`config.mk`:
```
export PLATFORM = sky130hd
export DESIGN_NAME = mul_arb2
export DESIGN_NICKNAME = d
export VERILOG_FILES = /design/src/rtl/mul_arb2.sv
export SDC_FILE = /design/constraint.sdc
export NUM_CORES = 1
export LEC_CHECK = 0
export CORE_MARGIN = 4
export CORE_UTILIZATION = 46
export DETAILED_ROUTE_END_ITERATION = 8
export MAX_ROUTING_LAYER = met4
export PLACE_DENSITY = 0.92
export SKIP_LAST_GASP = 1
export SLEW_MARGIN = 20
export SYNTH_ARGS = -nofsm -noshare
export SYNTH_HDL_FRONTEND = slang
export SYNTH_SLANG_ARGS = --single-unit
```
`constraint.sdc`:
```
create_clock -name clk -period 3.4 [get_ports clk]
set_input_delay 0.68 -clock clk [delete_from_list [all_inputs] [get_ports clk]]
set_output_delay 0.68 -clock clk [all_outputs]
set_load 0.02 [all_outputs]
```
`src/rtl/mul_arb2.sv`:
```
// Two-requester round-robin front end for a shared sequential signed 4x4 multiplier.
// Each accepted operand pair is issued once and answered with a result or a timeout error.
module mul_arb2 #(
   parameter int TIMEOUT = 31
) (
   input  logic       clk,
   input  logic       rst,
   input  logic       req0_valid,
   input  logic [3:0] req0_a,
   input  logic [3:0] req0_b,
   input  logic       req1_valid,
   input  logic [3:0] req1_a,
   input  logic [3:0] req1_b,
   output logic       req0_ready,
   output logic       req1_ready,
   output logic       rsp0_valid,
   output logic       rsp1_valid,
   output logic [7:0] rsp_result,
   output logic       rsp_err,
   output logic       mul_start,
   output logic [3:0] mul_a,
   output logic [3:0] mul_b,
   input  logic [7:0] mul_result,
   input  logic       mul_done,
   output logic       busy
);

   localparam int CW = (TIMEOUT < 2) ? 1 : $clog2(TIMEOUT);

   typedef enum logic [1:0] {
      IDLE  = 2'd0,
      ISSUE = 2'd1,
      WAIT  = 2'd2,
      RESP  = 2'd3
   } state_t;

   state_t          state_r;
   logic            last_r;
   logic            gnt_r;
   logic [CW-1:0]   cnt_r;
   logic            grant_s;
   logic            any_s;

   // Round-robin pick: a lone requester wins, a tie goes to the one not served last.
   always_comb begin
      any_s = req0_valid | req1_valid;
      if (req0_valid && req1_valid) begin
         grant_s = ~last_r;
      end else if (req1_valid) begin
         grant_s = 1'b1;
      end else begin
         grant_s = 1'b0;
      end
   end

   assign req0_ready = (state_r == IDLE) & req0_valid & ~grant_s;
   assign req1_ready = (state_r == IDLE) & req1_valid &  grant_s;

   // Controller FSM with all outputs registered.
   always_ff @(posedge clk) begin
      if (rst) begin
         state_r    <= IDLE;
         last_r     <= 1'b1;
         gnt_r      <= 1'b0;
         cnt_r      <= '0;
         mul_start  <= 1'b0;
         mul_a      <= 4'd0;
         mul_b      <= 4'd0;
         rsp0_valid <= 1'b0;
         rsp1_valid <= 1'b0;
         rsp_result <= 8'd0;
         rsp_err    <= 1'b0;
         busy       <= 1'b0;
      end else begin
         mul_start  <= 1'b0;
         rsp0_valid <= 1'b0;
         rsp1_valid <= 1'b0;
         case (state_r)
            IDLE: begin
               if (any_s) begin
                  gnt_r     <= grant_s;
                  last_r    <= grant_s;
                  mul_a     <= grant_s ? req1_a : req0_a;
                  mul_b     <= grant_s ? req1_b : req0_b;
                  mul_start <= 1'b1;
                  busy      <= 1'b1;
                  state_r   <= ISSUE;
               end
            end
            ISSUE: begin
               cnt_r   <= '0;
               state_r <= WAIT;
            end
            WAIT: begin
               // Done wins over expiry when both land in the final WAIT cycle.
               if (mul_done || (cnt_r == CW'(TIMEOUT - 1))) begin
                  rsp_result <= mul_done ? mul_result : 8'd0;
                  rsp_err    <= ~mul_done;
                  mul_a      <= 4'd0;
                  mul_b      <= 4'd0;
                  rsp0_valid <= ~gnt_r;
                  rsp1_valid <= gnt_r;
                  state_r    <= RESP;
               end else begin
                  cnt_r <= cnt_r + CW'(1);
               end
            end
            RESP: begin
               busy    <= 1'b0;
               state_r <= IDLE;
            end
            default: begin
               busy    <= 1'b0;
               mul_a   <= 4'd0;
               mul_b   <= 4'd0;
               state_r <= IDLE;
            end
         endcase
      end
   end

endmodule

```
==> flow_summary.ini, run 1 <==
[drt]
vias_per_cell = 5.30
wire_per_inst_um = 14.8
antenna_left = 0
drt_iter0_markers = 35
wl_mm = 3.25
drc_errors = 0
vias = 1166
drt_pass1_iterations = 4

[clock_tree]
cts_resized = 0
htree_num_levels = 2
numCtsBuffers = 5
clockBufferDepth = 2
clk_latency_ns = 0.32
post-cts-setup-buffers = 0
clk_pin_slew_ns = 0.09
ctsHoldBuffers = 0
cts_root_buf = clkbuf_4
cts_tree = done
clock-sinks = 30

[global_routing]
grt_usage_pct = 18.2
grt_pass1_wl_mm = 5.62
grt_pass1_vias = 1269
gr-total-overflow = 0
antenna_found_initial = 0
grt_max_degree = 16

[logic_synthesis]
synth_fp_nets = 171
yosys_register_bits = 30
netlist_area_um2 = 1360
ys_seq_area_share_pct = 44.3
synth_area_leader_cell = dfxtp_1
synthFlopType = dfxtp_1
yosys.cell_count.top_type = dfxtp_1
syn_inst = 136
synth_warnings = 0
synth_area_leaders = dfxtp_1 (44%), mux2i_1 (8.1%), ha_1 (5.5%)
synthTopCellsByCount = dfxtp_1 (30), nor2_1 (19), mux2i_1 (11)
postSynthAreaPerCell_um2 = 9.96
synth_edf_count = 0
yosysUniqueCellTypes = 34
synth_top_area_share_pct = 44.3
async_flop_share_pct = 0

[die]
initial_utilization_pct = 48.7
die_y_um = 62.3
core_area_um2 = 2780
dieArea_um2 = 3880
io_pins = 52
fp.dieW_um = 62.3
num_rows = 19

[sta]
rsz0062_at_grt = no
hold_violations = 0
report.final.slew_viol_count = 0
fin_crit_ns = 2.84
finClkSkew_ns = 0.00578
setup_viol_count_final = 0
tns_ns = 0
slew_headroom_pct = 63.0
post-route-period-util_pct = 83.5
tightest_slew_ns = 0.555
max_freq_mhz = 352
layout_setup_ws_ns = 0.562

[placed_design]
gp_congestion = 0.802
port_buffers = 51
place_hpwl_mm = 2.54
preCtsSetupSlack_ns = 0.574

[critical_path]
critPathBufInv = 2
crit_slowest_cell = clkdlybuf4s50_1
critical_path_class = in2out
critPathRequiredTime_ns = 2.72
crit_family = buffers and inverters
end_kind = primary output
rrSetupSlack_ns = 1.69
startpoint_type = input port
crit_fanout = 5
cp_slowest_stage_delay_ns = 0.64
arrival_ns = 2.16
crit_chain = clkdlybuf4s50_1 -> nand2_1 -> a21oi_1 -> clkdlybuf4s50_1
cpMostUsedCell = clkdlybuf4s50_1

[min_path]
hold_class = reg2reg

[final_layout]
final_core_util_pct = 69.7
drive_gt1_share_pct = 8.47
syn_to_final_growth_pct = 43.1
antenna_cells = 0
layout.nets = 223

[power]
ir_worst_vdd_uv = 567
p_leak_nw = 0.741
powerDensity_nw_per_um2 = 673

[job]
maxCapViolCount = 0

[run_status]
status = finished clean
placed cells by master, fill, tap and decap left out, drive strengths merged:
cell type / n
nor3: 3
clkdlybuf4s50: 51
a41oi: 1
nand3b: 3
and2: 1
nor2b: 2
nor3b: 2
clkbuf: 7
a21bo: 1
o2bb2ai: 8
nand4: 1
ha: 6
nor2: 19
a211o: 1
a311oi: 1
buf: 2
a32oi: 1
a21oi: 8
nand2b: 3
a211oi: 1
a21boi: 2
or3: 1
inv: 6
nand3: 1
nand2: 3
bufinv: 1
and4b: 1
a22oi: 8
dfxtp: 30
o21ai: 3
mux2i: 11
where the power goes:
part | internal [mW] | total [mW] | switching [mW]
registers | 0.427 | 0.476 | 0.0496
logic | 0.254 | 0.556 | 0.302
clock network | 0.156 | 0.274 | 0.118
metrics by stage:
step	std cells	hold slack, ns	area (um2)	total power, mW
floorplan	136	0.414	1360	0.840
global placement	212	0.438	1860	1.01
detailed placement	212	0.449	1860	1.04
CTS	220	0.467	1940	1.32
global route	220	0.485	1940	1.40
finish	220	0.461	1940	1.31
final cells by class:
| cell class | instances | area [um2] |
|---|---|---|
| Clock buffer | 7 | 45.0 |
| Clock inverter | 1 | 30.0 |
| Fill cell | 211 | 842 |
| Inverter | 6 | 22.5 |
| Multi-Input combinational cell | 92 | 677 |
| Sequential cell | 30 | 601 |
| Tap cell | 31 | 38.8 |
| Timing Repair Buffer | 53 | 526 |
metal layers:
layer	wire [um]	up-vias	track usage (%)	part of all wire, %
met2	1700	38	32.1	52
met5	0	-	-	0
met3	130	10	4.50	4.0
met1	1330	531	19.2	41
li1	-	587	-	-
met4	87	0	7.43	2.7
worst reg2reg max path: stages, from the launching register on:
cell and delay [ns]:
dfxtp_1 0.40, inv_1 0.08, ha_1 0.40, or3_1 0.57, o2bb2ai_1 0.19
cell families after synthesis:
| kind of cell | count (synthesis) | synth area share (%) |
|---|---|---|
| buf+inv | 14 | 5.72 |
| compound gates | 35 | 20.6 |
| fa+ha+maj | 6 | 5.54 |
| mux | 11 | 8.13 |
| flops | 30 | 44.3 |
| simple gates | 40 | 15.7 |
flip-flops by register name (all words and copies together) (netlist names):
name        cells
busy            1
cnt_r           5
gnt_r           1
last_r          1
mul_a           4
mul_b           4
mul_start       1
rsp0_valid      1
rsp1_valid      1
rsp_err         1
rsp_result      8
state_r         2
path summary, 6_finish.rpt:
kind,start,to,cells past startpoint
max,req1_valid,req1_ready,4
min,gnt_r$_SDFFE_PP0P_,rsp0_valid$_SDFF_PP0_,1
max reg2reg,state_r[0]$_SDFFE_PP0P_,mul_b[3]$_SDFFE_PP0P_,4
min reg2reg,gnt_r$_SDFFE_PP0P_,rsp0_valid$_SDFF_PP0_,1
Note: power is estimated with default switching activity, not from simulation.
==> inputs of run 2 (changes only) <==
--- a/config.mk
+++ b/config.mk
@@ -6,10 +6,10 @@
 export NUM_CORES = 1
 export LEC_CHECK = 0
 export CORE_MARGIN = 4
-export CORE_UTILIZATION = 46
+export CORE_UTILIZATION = 43
 export DETAILED_ROUTE_END_ITERATION = 8
 export MAX_ROUTING_LAYER = met4
-export PLACE_DENSITY = 0.92
+export PLACE_DENSITY = 0.88
 export SKIP_LAST_GASP = 1
 export SLEW_MARGIN = 20
 export SYNTH_ARGS = -nofsm -noshare
==> constraint.sdc (replaced) <==
create_clock -name clk -period 2.7 [get_ports clk]
set_input_delay 0.54 -clock clk [delete_from_list [all_inputs] [get_ports clk]]
set_output_delay 0.54 -clock clk [all_outputs]
set_load 0.02 [all_outputs]
==> run 2 against run 1 <==
Against the previous run:
- critical path depth unchanged
- clock power about the same
- worst setup slack worse by 0.45 ns
- final cell count up 5.9%
- design area is essentially flat
- clock skew barely moved
- hold slack improved by 0.0025 ns
- combinational power grew 27%
- largest power group unchanged
==> flow_summary.ini, run 2 (synthesized netlist as in run 1, its figures left out) <==
[run_status]
status = finished clean

[final_layout]
nFillCells = 253
layout.nets = 223
multi_input_area_um2 = 677
drive_gt1_share_pct = 8.99
regMostFlops = rsp_result
largest_reg_flops = 8
reg_top3 = rsp_result: 8 flops, cnt_r: 5 flops
regArea_um2 = 601
final_core_util_pct = 64.1
final_cell_mix = clkdlybuf4s50_1 (51), dfxtp_1 (30), nor2_1 (19)
antenna_cells = 0
syn_to_final_growth_pct = 43.2
mostFrequentLayoutCell = clkdlybuf4s50_1

[critical_path]
cp_slowest_stage_delay_ns = 0.62
arrival_ns = 2.05
end_kind = primary output
crit_chain = clkdlybuf4s50_1 -> nand2_1 -> a21oi_1 -> clkdlybuf4s50_1
crit_fanout = 5
cp-startpoint = req0_valid
crit_slowest_cell = clkdlybuf4s50_1
critical_path_class = in2out
startpoint_type = input port
cpMostUsedCell = clkdlybuf4s50_1
r2r-start = state_r[0]$_SDFFE_PP0P_
critPathRequiredTime_ns = 2.16

[die]
die_y_um = 64.1
io_pins = 52
fp.dieW_um = 64.1
dieArea_um2 = 4110
initial_utilization_pct = 44.8
core_area_um2 = 3030
num_rows = 20

[sta]
tns_ns = 0
finClkSkew_ns = 0.00558
max_freq_mhz = 387
post-route-period-util_pct = 95.8
setup_viol_count_final = 0
slew_headroom_pct = 62.7
rsz0062_at_grt = no
tightest_slew_ns = 0.559
hold_violations = 0
report.final.slew_viol_count = 0
fin_crit_ns = 2.59
layout_setup_ws_ns = 0.113

[clock_tree]
clockBufferDepth = 2
clk_pin_slew_ns = 0.08
numCtsBuffers = 5
cts_tree = done
clk_latency_ns = 0.33
cts_root_buf = clkbuf_4
htree_num_levels = 2
cts_resized = 0
post-cts-setup-buffers = 0
ctsHoldBuffers = 0
clock-sinks = 30

[drt]
antenna_left = 0
drt_iter0_markers = 28
vias_per_cell = 5.09
drc_errors = 0
vias = 1186
wire_per_inst_um = 13.9
drt_pass1_iterations = 4
wl_mm = 3.24

[power]
ir_worst_vdd_uv = 499
p_leak_nw = 0.736
powerDensity_nw_per_um2 = 811

[global_routing]
grt_max_degree = 17
gr-total-overflow = 0
grt_pass1_wl_mm = 5.49
antenna_found_initial = 0
grt_pass1_vias = 1204
grt_usage_pct = 17.7

[min_path]
hold_class = reg2reg
worstHoldStart = mul_b[3]$_SDFFE_PP0P_

[placed_design]
gp_congestion = 0.803
place_hpwl_mm = 2.60
port_buffers = 51
preCtsSetupSlack_ns = 0.106

[job]
maxCapViolCount = 0
==> run 2: cell types whose count changed in the layout (fill, tap and decap cells not counted), sizes merged <==
cell,change
bufinv,-1
clkinv,+1
==> run 2: cell type report <==
type,count,area share (%)
Clock buffer,7,2.84
Sequential cell,30,30.9
Multi-Input combinational cell,92,34.9
Clock inverter,1,0.258
Inverter,6,1.16
Timing Repair Buffer,53,27.1
Tap cell,44,2.84
==> run 2: final timing paths <==
| path | endpoint | slack (ns) | cells after the start |
|---|---|---|---|
| setup reg to reg | mul_a[2]$_SDFFE_PP0P_ | 1.00 | 6 |
| setup / recovery | req0_ready | 0.11 | 4 |
| hold / removal | mul_b[3]$_SDFFE_PP0P_ | 0.46 | 1 |
| hold reg to reg | mul_b[3]$_SDFFE_PP0P_ | 0.46 | 1 |
==> run 2: power breakdown <==
part / total, mW / leakage [nW] / switching, mW / internal (mW)
clock network: 0.271 / 0.0353 / 0.145 / 0.126
logic: 0.705 / 0.456 / 0.385 / 0.320
registers: 0.598 / 0.245 / 0.0605 / 0.537
total: 1.57 / 0.736 / 0.590 / 0.984
==> run 2: per-layer routing <==
| metal | global-route usage [%] | part of all wire (%) | routed length (um) |
|---|---|---|---|
| met1 | 17.9 | 40 | 1310 |
| met4 | 8.18 | 2.2 | 70 |
| met2 | 29.3 | 47 | 1520 |
| met5 | - | 0 | 0 |
| met3 | 8.08 | 10 | 336 |
==> run 2: stage by stage <==
stage | total power, mW | std cells | hold slack, ns | instance area [um2]
after floorplan | 1.06 | 136 | 0.414 | 1360
after global placement | 1.27 | 225 | 0.445 | 1880
after detailed placement | 1.31 | 225 | 0.446 | 1880
after CTS | 1.59 | 233 | 0.471 | 1940
after global routing | 1.69 | 233 | 0.486 | 1940
final | 1.57 | 233 | 0.464 | 1940
==> run 2: worst max-delay path, delay by kind of cell <==
family,cells,cell delay [ns]
compound gates,1,0.15
buf+inv,2,1.20
simple gates,1,0.15
==> inputs of run 3 (changes only) <==
==> constraint.sdc (replaced) <==
create_clock -name clk -period 2.9 [get_ports clk]
set_input_delay 0.58 -clock clk [delete_from_list [all_inputs] [get_ports clk]]
set_output_delay 0.58 -clock clk [all_outputs]
set_load 0.02 [all_outputs]
==> run 3 against run 2 <==
Against the previous run:
- total power up 5.5%
- sequential cell count stayed put
- worst setup slack improved by 0.11 ns
- die area stayed put
- hold slack improved by 0.0038 ns
- sequential power decreased by 7.0%
- first-iteration DRC count fell by 21%
- global-route usage barely moved
- register-to-register slack better by 0.17 ns
- via count grew 2.6%
- clock skew increased by 0.010 ns
- largest cell class unchanged
==> flow_summary.ini, run 3 (synthesized netlist as in run 1, its figures left out) <==
[global_routing]
grt_pass1_vias = 1294
grt_usage_pct = 17.7
antenna_found_initial = 0
grt_pass1_wl_mm = 5.65
grt_max_degree = 17
gr-total-overflow = 0

[final_layout]
nFillCells = 254
antenna_cells = 0
final_core_util_pct = 65.8
largest_reg_flops = 8
drive_gt1_share_pct = 9.52
regMostFlops = rsp_result
final_cell_mix = clkdlybuf4s50_1 (51), dfxtp_1 (30), nor2_1 (19)
layout.nets = 223
fin_cells = 233
reg_top3 = rsp_result: 8 flops, cnt_r: 5 flops
stdcell_area_um2 = 1990
syn_to_final_growth_pct = 47.0
mostFrequentLayoutCell = clkdlybuf4s50_1

[power]
total_power_mw = 1.66
powerDensity_nw_per_um2 = 833
ir_worst_vdd_uv = 473
p_leak_nw = 0.760

[clock_tree]
cts_tree = done
clockBufferDepth = 2
clock-sinks = 30
htree_num_levels = 2
clk_pin_slew_ns = 0.09
cts_root_buf = clkbuf_4
cts_resized = 0
numCtsBuffers = 5
post-cts-setup-buffers = 0
ctsHoldBuffers = 0
clk_latency_ns = 0.34

[die]
fp.dieW_um = 64.1
io_pins = 52
initial_utilization_pct = 44.8
core_area_um2 = 3030
die_y_um = 64.1
num_rows = 20
dieArea_um2 = 4110

[critical_path]
critPathBufInv = 2
critical_path_class = in2out
critPathRequiredTime_ns = 2.32
crit_fanout = 5
crit_chain = clkdlybuf4s50_1 -> nand2_1 -> a21oi_1 -> clkdlybuf4s50_1
startpoint_type = input port
arrival_ns = 2.09
crit_slowest_cell = clkdlybuf4s50_1
cp_slowest_stage_delay_ns = 0.64
crit_family = buffers and inverters
end_kind = primary output
cpMostUsedCell = clkdlybuf4s50_1

[sta]
setup_viol_count_final = 0
fin_crit_ns = 2.67
layout_setup_ws_ns = 0.227
rsz0062_at_grt = no
report.final.slew_viol_count = 0
post-route-period-util_pct = 92.2
hold_violations = 0
tns_ns = 0
timing.hold.ws_ns = 0.467
max_freq_mhz = 374
finClkSkew_ns = 0.0159
tightest_slew_ns = 0.556
slew_headroom_pct = 62.9

[placed_design]
preCtsSetupSlack_ns = 0.240
place_hpwl_mm = 2.63
place_area_um2 = 1880
port_buffers = 51
dp.cells = 225
gp_congestion = 0.816

[run_status]
status = finished clean

[drt]
vias_per_cell = 5.22
drc_errors = 0
wl_mm = 3.37
wire_per_inst_um = 14.4
antenna_left = 0
drt_pass1_iterations = 4
vias = 1217
drt_iter0_markers = 22

[job]
maxCapViolCount = 0

[min_path]
hold_class = reg2reg
## run 3: layout make-up
class / instances / area [um2] / share of cell area, %
multi-input cells: 92 / 677 / 34.0
flip-flops and latches: 30 / 601 / 30.2
repair buffers: 53 / 526 / 26.4
clock inverters: 2 / 60.1 / 3.02
well taps: 44 / 55.1 / 2.76
clock buffers: 6 / 51.3 / 2.58
inverters: 6 / 22.5 / 1.13
## run 3: power by group
part	switching, mW	internal, mW	leakage (nW)
logic	0.364	0.299	0.456
registers	0.0560	0.500	0.245
clock network	0.149	0.292	0.0585
total	0.568	1.09	0.760
## run 3: path summary, 6_finish.rpt
check	startpoint	end	slack [ns]	cells after the start
setup / recovery	req1_valid	req1_ready	0.23	4
setup reg to reg	state_r[0]$_SDFFE_PP0P_	mul_a[3]$_SDFFE_PP0P_	1.17	6
hold / removal	mul_a[0]$_SDFFE_PP0P_	mul_a[0]$_SDFFE_PP0P_	0.47	1
hold reg to reg	mul_a[0]$_SDFFE_PP0P_	mul_a[0]$_SDFFE_PP0P_	0.47	1
## run 3: worst register-to-register path: cells and delay by family (launching register included)
family,cells,cell delay [ns]
AND/OR/NAND/NOR,2,0.32
adder cells (fa/ha/maj),1,0.40
AO/OA/AOI/OAI,2,0.45
buffers and inverters,1,0.08
flip-flops,1,0.40
## run 3: per-layer routing
layer  part of all wire, %  vias to the layer above  global-route usage [%]
met5                     0                        -                       -
met4                   1.5                        0                    5.80
met3                    11                        6                    8.79
met2                    47                       61                    30.1
met1                    40                      559                    17.7
li1                      -                      591                       -
